### src/rtl/console_text_sequencer_pkg.sv
// Shared constants, state encoding and address helper for the text console write controller.
package console_pkg;

  localparam int COLS  = 10;
  localparam int ROWS  = 3;
  localparam int CW    = 7;
  localparam int AW    = 5;
  localparam int CELLS = COLS * ROWS;

  localparam logic [AW-1:0] LAST_IDX       = AW'(CELLS - 1);
  localparam logic [AW-1:0] SCROLL_SRC_END = AW'(COLS * (ROWS - 1));
  localparam logic [AW-1:0] ROW_STRIDE     = AW'(COLS);
  localparam logic [3:0]    COL_LAST       = 4'(COLS - 1);
  localparam logic [1:0]    ROW_LAST       = 2'(ROWS - 1);

  localparam logic [7:0] CH_SPACE    = 8'h20;
  localparam logic [7:0] CH_LF       = 8'h0A;
  localparam logic [7:0] CH_CR       = 8'h0D;
  localparam logic [7:0] CH_BS       = 8'h08;
  localparam logic [7:0] CH_FF       = 8'h0C;
  localparam logic [7:0] CH_PRINT_LO = 8'h20;
  localparam logic [7:0] CH_PRINT_HI = 8'h7E;

  typedef enum logic [1:0] {IDLE, SCROLL, CLEAR} state_t;

  function automatic logic [AW-1:0] cell_addr(input logic [1:0] row, input logic [3:0] col);
    return AW'(row) * ROW_STRIDE + AW'(col);
  endfunction

endpackage

### src/rtl/console_text_sequencer_if.sv
// Byte-stream input channel. valid/ready: a byte transfers on a clock edge where
// in_valid and in_ready are both high; the sender holds in_data stable until then.
interface console_text_sequencer_if;
  logic       in_valid;
  logic [7:0] in_data;
  logic       in_ready;

  modport master (output in_valid, output in_data, input in_ready);
  modport slave  (input in_valid, input in_data, output in_ready);
endinterface

### src/rtl/console_text_sequencer.sv
// Terminal-style write controller: decodes a byte stream, tracks the cursor and is the
// only writer of the 3x10 character buffer; clear/scroll steps advance only in vblank.
module console_text_sequencer
  import console_pkg::*;
(
  input  logic                     clk,
  input  logic                     reset,
  console_text_sequencer_if.slave  in_if,
  input  logic                     vblank,
  output logic [AW-1:0]            mem_rd_addr,
  input  logic [CW-1:0]            mem_rd_data,
  output logic                     mem_we,
  output logic [AW-1:0]            mem_waddr,
  output logic [CW-1:0]            mem_wdata,
  output logic [3:0]               cursor_col,
  output logic [1:0]               cursor_row,
  output logic                     busy,
  output state_t                   state_dbg
);

  state_t        state_q, state_d;
  logic [AW-1:0] idx_q, idx_d;
  logic [3:0]    col_q, col_d;
  logic [1:0]    row_q, row_d;
  logic          we_q, we_d;
  logic [AW-1:0] waddr_q, waddr_d;
  logic [CW-1:0] wdata_q, wdata_d;
  logic          printable;

  assign printable = (in_if.in_data >= CH_PRINT_LO) && (in_if.in_data <= CH_PRINT_HI);

  always_comb begin
    state_d     = state_q;
    idx_d       = idx_q;
    col_d       = col_q;
    row_d       = row_q;
    we_d        = 1'b0;
    waddr_d     = waddr_q;
    wdata_d     = wdata_q;
    mem_rd_addr = '0;

    case (state_q)
      IDLE: begin
        if (in_if.in_valid && !in_if.in_data[7]) begin
          if (printable) begin
            we_d    = 1'b1;
            waddr_d = cell_addr(row_q, col_q);
            wdata_d = in_if.in_data[CW-1:0];
            if (col_q == COL_LAST) begin
              col_d = '0;
              if (row_q == ROW_LAST) begin
                state_d = SCROLL;
                idx_d   = '0;
              end else begin
                row_d = row_q + 2'd1;
              end
            end else begin
              col_d = col_q + 4'd1;
            end
          end else if (in_if.in_data == CH_LF) begin
            col_d = '0;
            if (row_q == ROW_LAST) begin
              state_d = SCROLL;
              idx_d   = '0;
            end else begin
              row_d = row_q + 2'd1;
            end
          end else if (in_if.in_data == CH_CR) begin
            col_d = '0;
          end else if (in_if.in_data == CH_BS) begin
            if (col_q != 4'd0) begin
              col_d   = col_q - 4'd1;
              we_d    = 1'b1;
              waddr_d = cell_addr(row_q, col_q - 4'd1);
              wdata_d = CH_SPACE[CW-1:0];
            end
          end else if (in_if.in_data == CH_FF) begin
            col_d   = '0;
            row_d   = '0;
            state_d = CLEAR;
            idx_d   = '0;
          end
        end
      end

      SCROLL, CLEAR: begin
        // Scroll copies the row below into each of the first ROWS-1 rows, then blanks the last.
        if (state_q == SCROLL) mem_rd_addr = idx_q + ROW_STRIDE;
        if (vblank) begin
          we_d    = 1'b1;
          waddr_d = idx_q;
          wdata_d = (state_q == SCROLL && idx_q < SCROLL_SRC_END) ? mem_rd_data
                                                                  : CH_SPACE[CW-1:0];
          if (idx_q == LAST_IDX) begin
            idx_d   = '0;
            state_d = IDLE;
          end else begin
            idx_d = idx_q + 1'b1;
          end
        end
      end

      default: state_d = IDLE;
    endcase
  end

  always_ff @(posedge clk or posedge reset) begin
    if (reset) begin
      state_q <= CLEAR;
      idx_q   <= '0;
      col_q   <= '0;
      row_q   <= '0;
      we_q    <= 1'b0;
      waddr_q <= '0;
      wdata_q <= '0;
    end else begin
      state_q <= state_d;
      idx_q   <= idx_d;
      col_q   <= col_d;
      row_q   <= row_d;
      we_q    <= we_d;
      waddr_q <= waddr_d;
      wdata_q <= wdata_d;
    end
  end

  assign in_if.in_ready = (state_q == IDLE);
  assign busy           = (state_q != IDLE);
  assign state_dbg      = state_q;
  assign mem_we         = we_q;
  assign mem_waddr      = waddr_q;
  assign mem_wdata      = wdata_q;
  assign cursor_col     = col_q;
  assign cursor_row     = row_q;

endmodule

### src/flat_wrapper.sv
// flat-port wrapper written by rule: the top's interface ports become plain ports
module console_text_sequencer_flat import console_pkg::*;
  (clk, reset, vblank, mem_rd_addr, mem_rd_data, mem_we, mem_waddr, mem_wdata, cursor_col, cursor_row, busy, state_dbg, in_if_in_valid, in_if_in_data, in_if_in_ready);
  console_text_sequencer_if in_if_i ();
  input  logic clk;
  input  logic reset;
  input  logic vblank;
  output logic [AW-1:0] mem_rd_addr;
  input  logic [CW-1:0] mem_rd_data;
  output logic mem_we;
  output logic [AW-1:0] mem_waddr;
  output logic [CW-1:0] mem_wdata;
  output logic [3:0] cursor_col;
  output logic [1:0] cursor_row;
  output logic busy;
  output state_t state_dbg;
  input wire logic [$bits(in_if_i.in_valid)-1:0] in_if_in_valid;
  input wire logic [$bits(in_if_i.in_data)-1:0] in_if_in_data;
  output wire logic [$bits(in_if_i.in_ready)-1:0] in_if_in_ready;
  assign in_if_i.in_valid = in_if_in_valid;
  assign in_if_i.in_data = in_if_in_data;
  assign in_if_in_ready = in_if_i.in_ready;
  console_text_sequencer u_core (.clk(clk), .reset(reset), .in_if(in_if_i), .vblank(vblank), .mem_rd_addr(mem_rd_addr), .mem_rd_data(mem_rd_data), .mem_we(mem_we), .mem_waddr(mem_waddr), .mem_wdata(mem_wdata), .cursor_col(cursor_col), .cursor_row(cursor_row), .busy(busy), .state_dbg(state_dbg));
endmodule
### config.mk
export PLATFORM = sky130hd
export DESIGN_NAME = console_text_sequencer_flat
export DESIGN_NICKNAME = d
export VERILOG_FILES = /design/src/rtl/console_text_sequencer_pkg.sv /design/src/rtl/console_text_sequencer_if.sv /design/src/rtl/console_text_sequencer.sv /design/src/flat_wrapper.sv
export SDC_FILE = /design/constraint.sdc
export NUM_CORES = 1
export LEC_CHECK = 0
export ABC_AREA = 1
export CAP_MARGIN = 30
export CORE_ASPECT_RATIO = 1.75
export CORE_UTILIZATION = 50
export DETAILED_ROUTE_END_ITERATION = 10
export PLACE_DENSITY_LB_ADDON = 0.15
export SLEW_MARGIN = 25
export SYNTH_ARGS = -nofsm -noshare
export SYNTH_HDL_FRONTEND = slang
export SYNTH_SLANG_ARGS = --single-unit
### constraint.sdc
create_clock -name clk -period 2.7 [get_ports clk]
set_input_delay 0.54 -clock clk [delete_from_list [all_inputs] [get_ports clk]]
set_output_delay 0.54 -clock clk [all_outputs]
set_load 0.05 [all_outputs]
==> flow_summary.ini <==
[routing]
dr_wl_met2_mm = 3.14
vias = 2254
wl_met3_um = 213
detail-route-antenna-nets = 0
drc = 0
wl_mm = 5.92
drt-initial-drc-count = 45
firstDrtPassIters = 4
wl_per_cell_um = 14.1
top_layer = met4
viasPerCell = 5.37
wl_met1_mm = 2.36

[power]
power_frac_comb_pct = 64.3
pwr_density_cell_nw_per_um2 = 949
p_int_uw = 1330
power_leakage_uw = 0.00149
ir_drop_mv = 0.616
p_seq_share_pct = 23.4
total_power_uw = 2770
clockPowerShare_pct = 12.3
p_sw_share_pct = 52.0
p_sw_uw = 1440

[sta]
slew_violations = 0
fin_crit_sh_pct = 95.0
worst_slack_ps = 134
setup_viol = 0
finClkSkew_ps = 9.49
maxSlewHeadroom_pct = 53.9
rsz0062_at_grt = no
worstMarginPinSlew_ps = 690
hold_slack_ps = 489
period_minus_slack_ps = 2570
hold_viol_final = 0
fmax_mhz = 390

[worst_setup_path]
r2r-end = u_core.mem_waddr[3]
criticalPathCategory = flop to output port
start_kind = flop
ff2ff_setup_slack_ps = 470
cp.required_ps = 2160
cp_max_fo = 6
r2r_cells = 9
rr_startpoint = u_core.cursor_col[0]
endpoint_kind = output port
crit_arrival_ps = 2030

[synthesis]
syn_inst = 313
ys_ff_latch = 26
ys_seq_area_share_pct = 29.1
syn_area_per_cell_um2 = 7.15
synth_fp_nets = 349
ys_warn_count = 0
synth_area_um2 = 2240
synth.distinct_cells = 38

[placed_design]
place_inst = 416
dp_hpwl_mm = 4.66
port_buffers = 46
gp_congestion = 0.900
preCtsSetupSlack_ps = -167
place_area_um2 = 2850

[floorplan]
num_rows = 31
ios = 47
design.core.area_um2 = 4230
die_x_um = 52.6
die_y_um = 90.5
start_util_pct = 52.9
die-area_um2 = 4760

[clock_network]
cts_num_sinks = 26
post-cts-setup-buffers = 0
clk_latency_ps = 290
clk_path_buf_depth = 2
htreeDepth = 1
cts.root.buffer_cell = clkbuf_8
cts_made_buffers = 3
cts_hold_buf = 0
clkTransAtPathRegs_ps = 100
cts_tree = built
ctsResizeCount = 0

[grt]
grt_pass1_wl_mm = 9.73
grt.overflow.total = 0
grt_max_degree = 18
antenna_found_initial = 0
grt_pass1_vias = 2111
grtUsageTotal_pct = 27.3

[final_layout]
final_area_um2 = 2920
diodes = 0
stdcell_count = 420
syn2layout_area_growth_pct = 30.4
final_common_cell = nand2_1
drive_above_1_share_pct = 17.5
fin_nets = 408
final_cell_mix = nand2_1, clkdlybuf4s50_1, inv_1

[min_path]
holdPathEnd = u_core.mem_wdata[3]
hold_depth = 2
hp-class = flop to flop
min_from = u_core.mem_wdata[3]

[run_status]
outcome = completed

[flow_run]
maxCapViolCount = 0
[cell usage after synthesis (all sizes together)]
library cell / n / area, µm²
o21ai: 16 / 87.6
ha: 16 / 200
dfstp: 1 / 26.3
o22ai: 7 / 43.8
nand2: 110 / 455
fa: 1 / 20.0
clkbuf: 4 / 17.5
o211ai: 1 / 7.51
xor2: 8 / 70.1
a21oi: 11 / 66.3
nand3: 30 / 183
nand4: 6 / 65.1
dfrtp: 25 / 626
nor3: 2 / 10.0
nor2: 24 / 110
buf: 6 / 60.1
inv: 38 / 143
xnor2: 1 / 8.76
a22oi: 1 / 7.51
or2: 5 / 31.3
[logic make-up after synthesis]
group / Yosys count / share of synthesized area, %
XOR/XNOR: 9 / 3.52
AND/OR/NAND/NOR: 177 / 38.2
flip-flops: 26 / 29.1
AO/OA/AOI/OAI: 36 / 9.50
adder cells (fa/ha/maj): 17 / 9.84
buffers and inverters: 48 / 9.84
[power groups by stage]
stage	combinational, µW	sequential (µW)	clock [µW]
6_report	1780	648	341
5_1_grt	1940	666	357
4_1_cts	1780	648	345
3_5_place_dp	1770	656	0
3_3_place_gp	1740	651	0
2_1_floorplan	851	1040	0
[final cells by class]
cell class                      count  area, µm²
Inverter                           38        143
Clock buffer                        3       41.3
Timing Repair Buffer               64        621
Tap cell                           49       61.3
Fill cell                         392       1310
Clock inverter                      1       30.0
Sequential cell                    26        652
Multi-Input combinational cell    239       1370
[critical path, stage by stage, from the launching register on]
cell             delay (ps)
dfrtp_1                 460
ha_1                    300
inv_1                    90
nor2_1                   90
clkdlybuf4s50_1         800
[registers in the layout, indices dropped and copies added (netlist names)]
| register | count |
|---|---|
| u_core.mem_wdata | 7 |
| u_core.idx_q | 5 |
| u_core.mem_waddr | 5 |
| u_core.cursor_col | 4 |
| u_core.cursor_row | 2 |
| u_core.state_dbg | 2 |
| u_core.mem_we | 1 |
[how the worst max path moves through the flow]
stage | end | slack, ps | start
4_1_cts | mem_rd_addr[1] | 120 | u_core.state_dbg[0]
6_report | mem_rd_addr[1] | 130 | u_core.state_dbg[0]
5_1_grt | mem_rd_addr[1] | 10 | u_core.state_dbg[1]
2_1_floorplan | mem_rd_addr[3] | -40 | u_core.state_dbg[1]
3_3_place_gp | u_core.mem_waddr[3] | -20 | in_if_in_data[5]
3_5_place_dp | u_core.mem_waddr[3] | -170 | in_if_in_data[5]
[per-layer routing]
metal  vias up  track usage, %
met5         -               0
met4         0            12.7
met3        18            1.52
met2        74            49.1
met1      1044            31.0
li1       1118               -
[metrics by stage]
stage	setup TNS (ps)	utilization [%]
floorplan	-56.9	-
global placement	-18.6	67.4
detailed placement	-180	67.4
CTS	0	69.0
global route	0	69.0
finish	0	69.0
No activity file was read; power rests on OpenSTA's default activity.
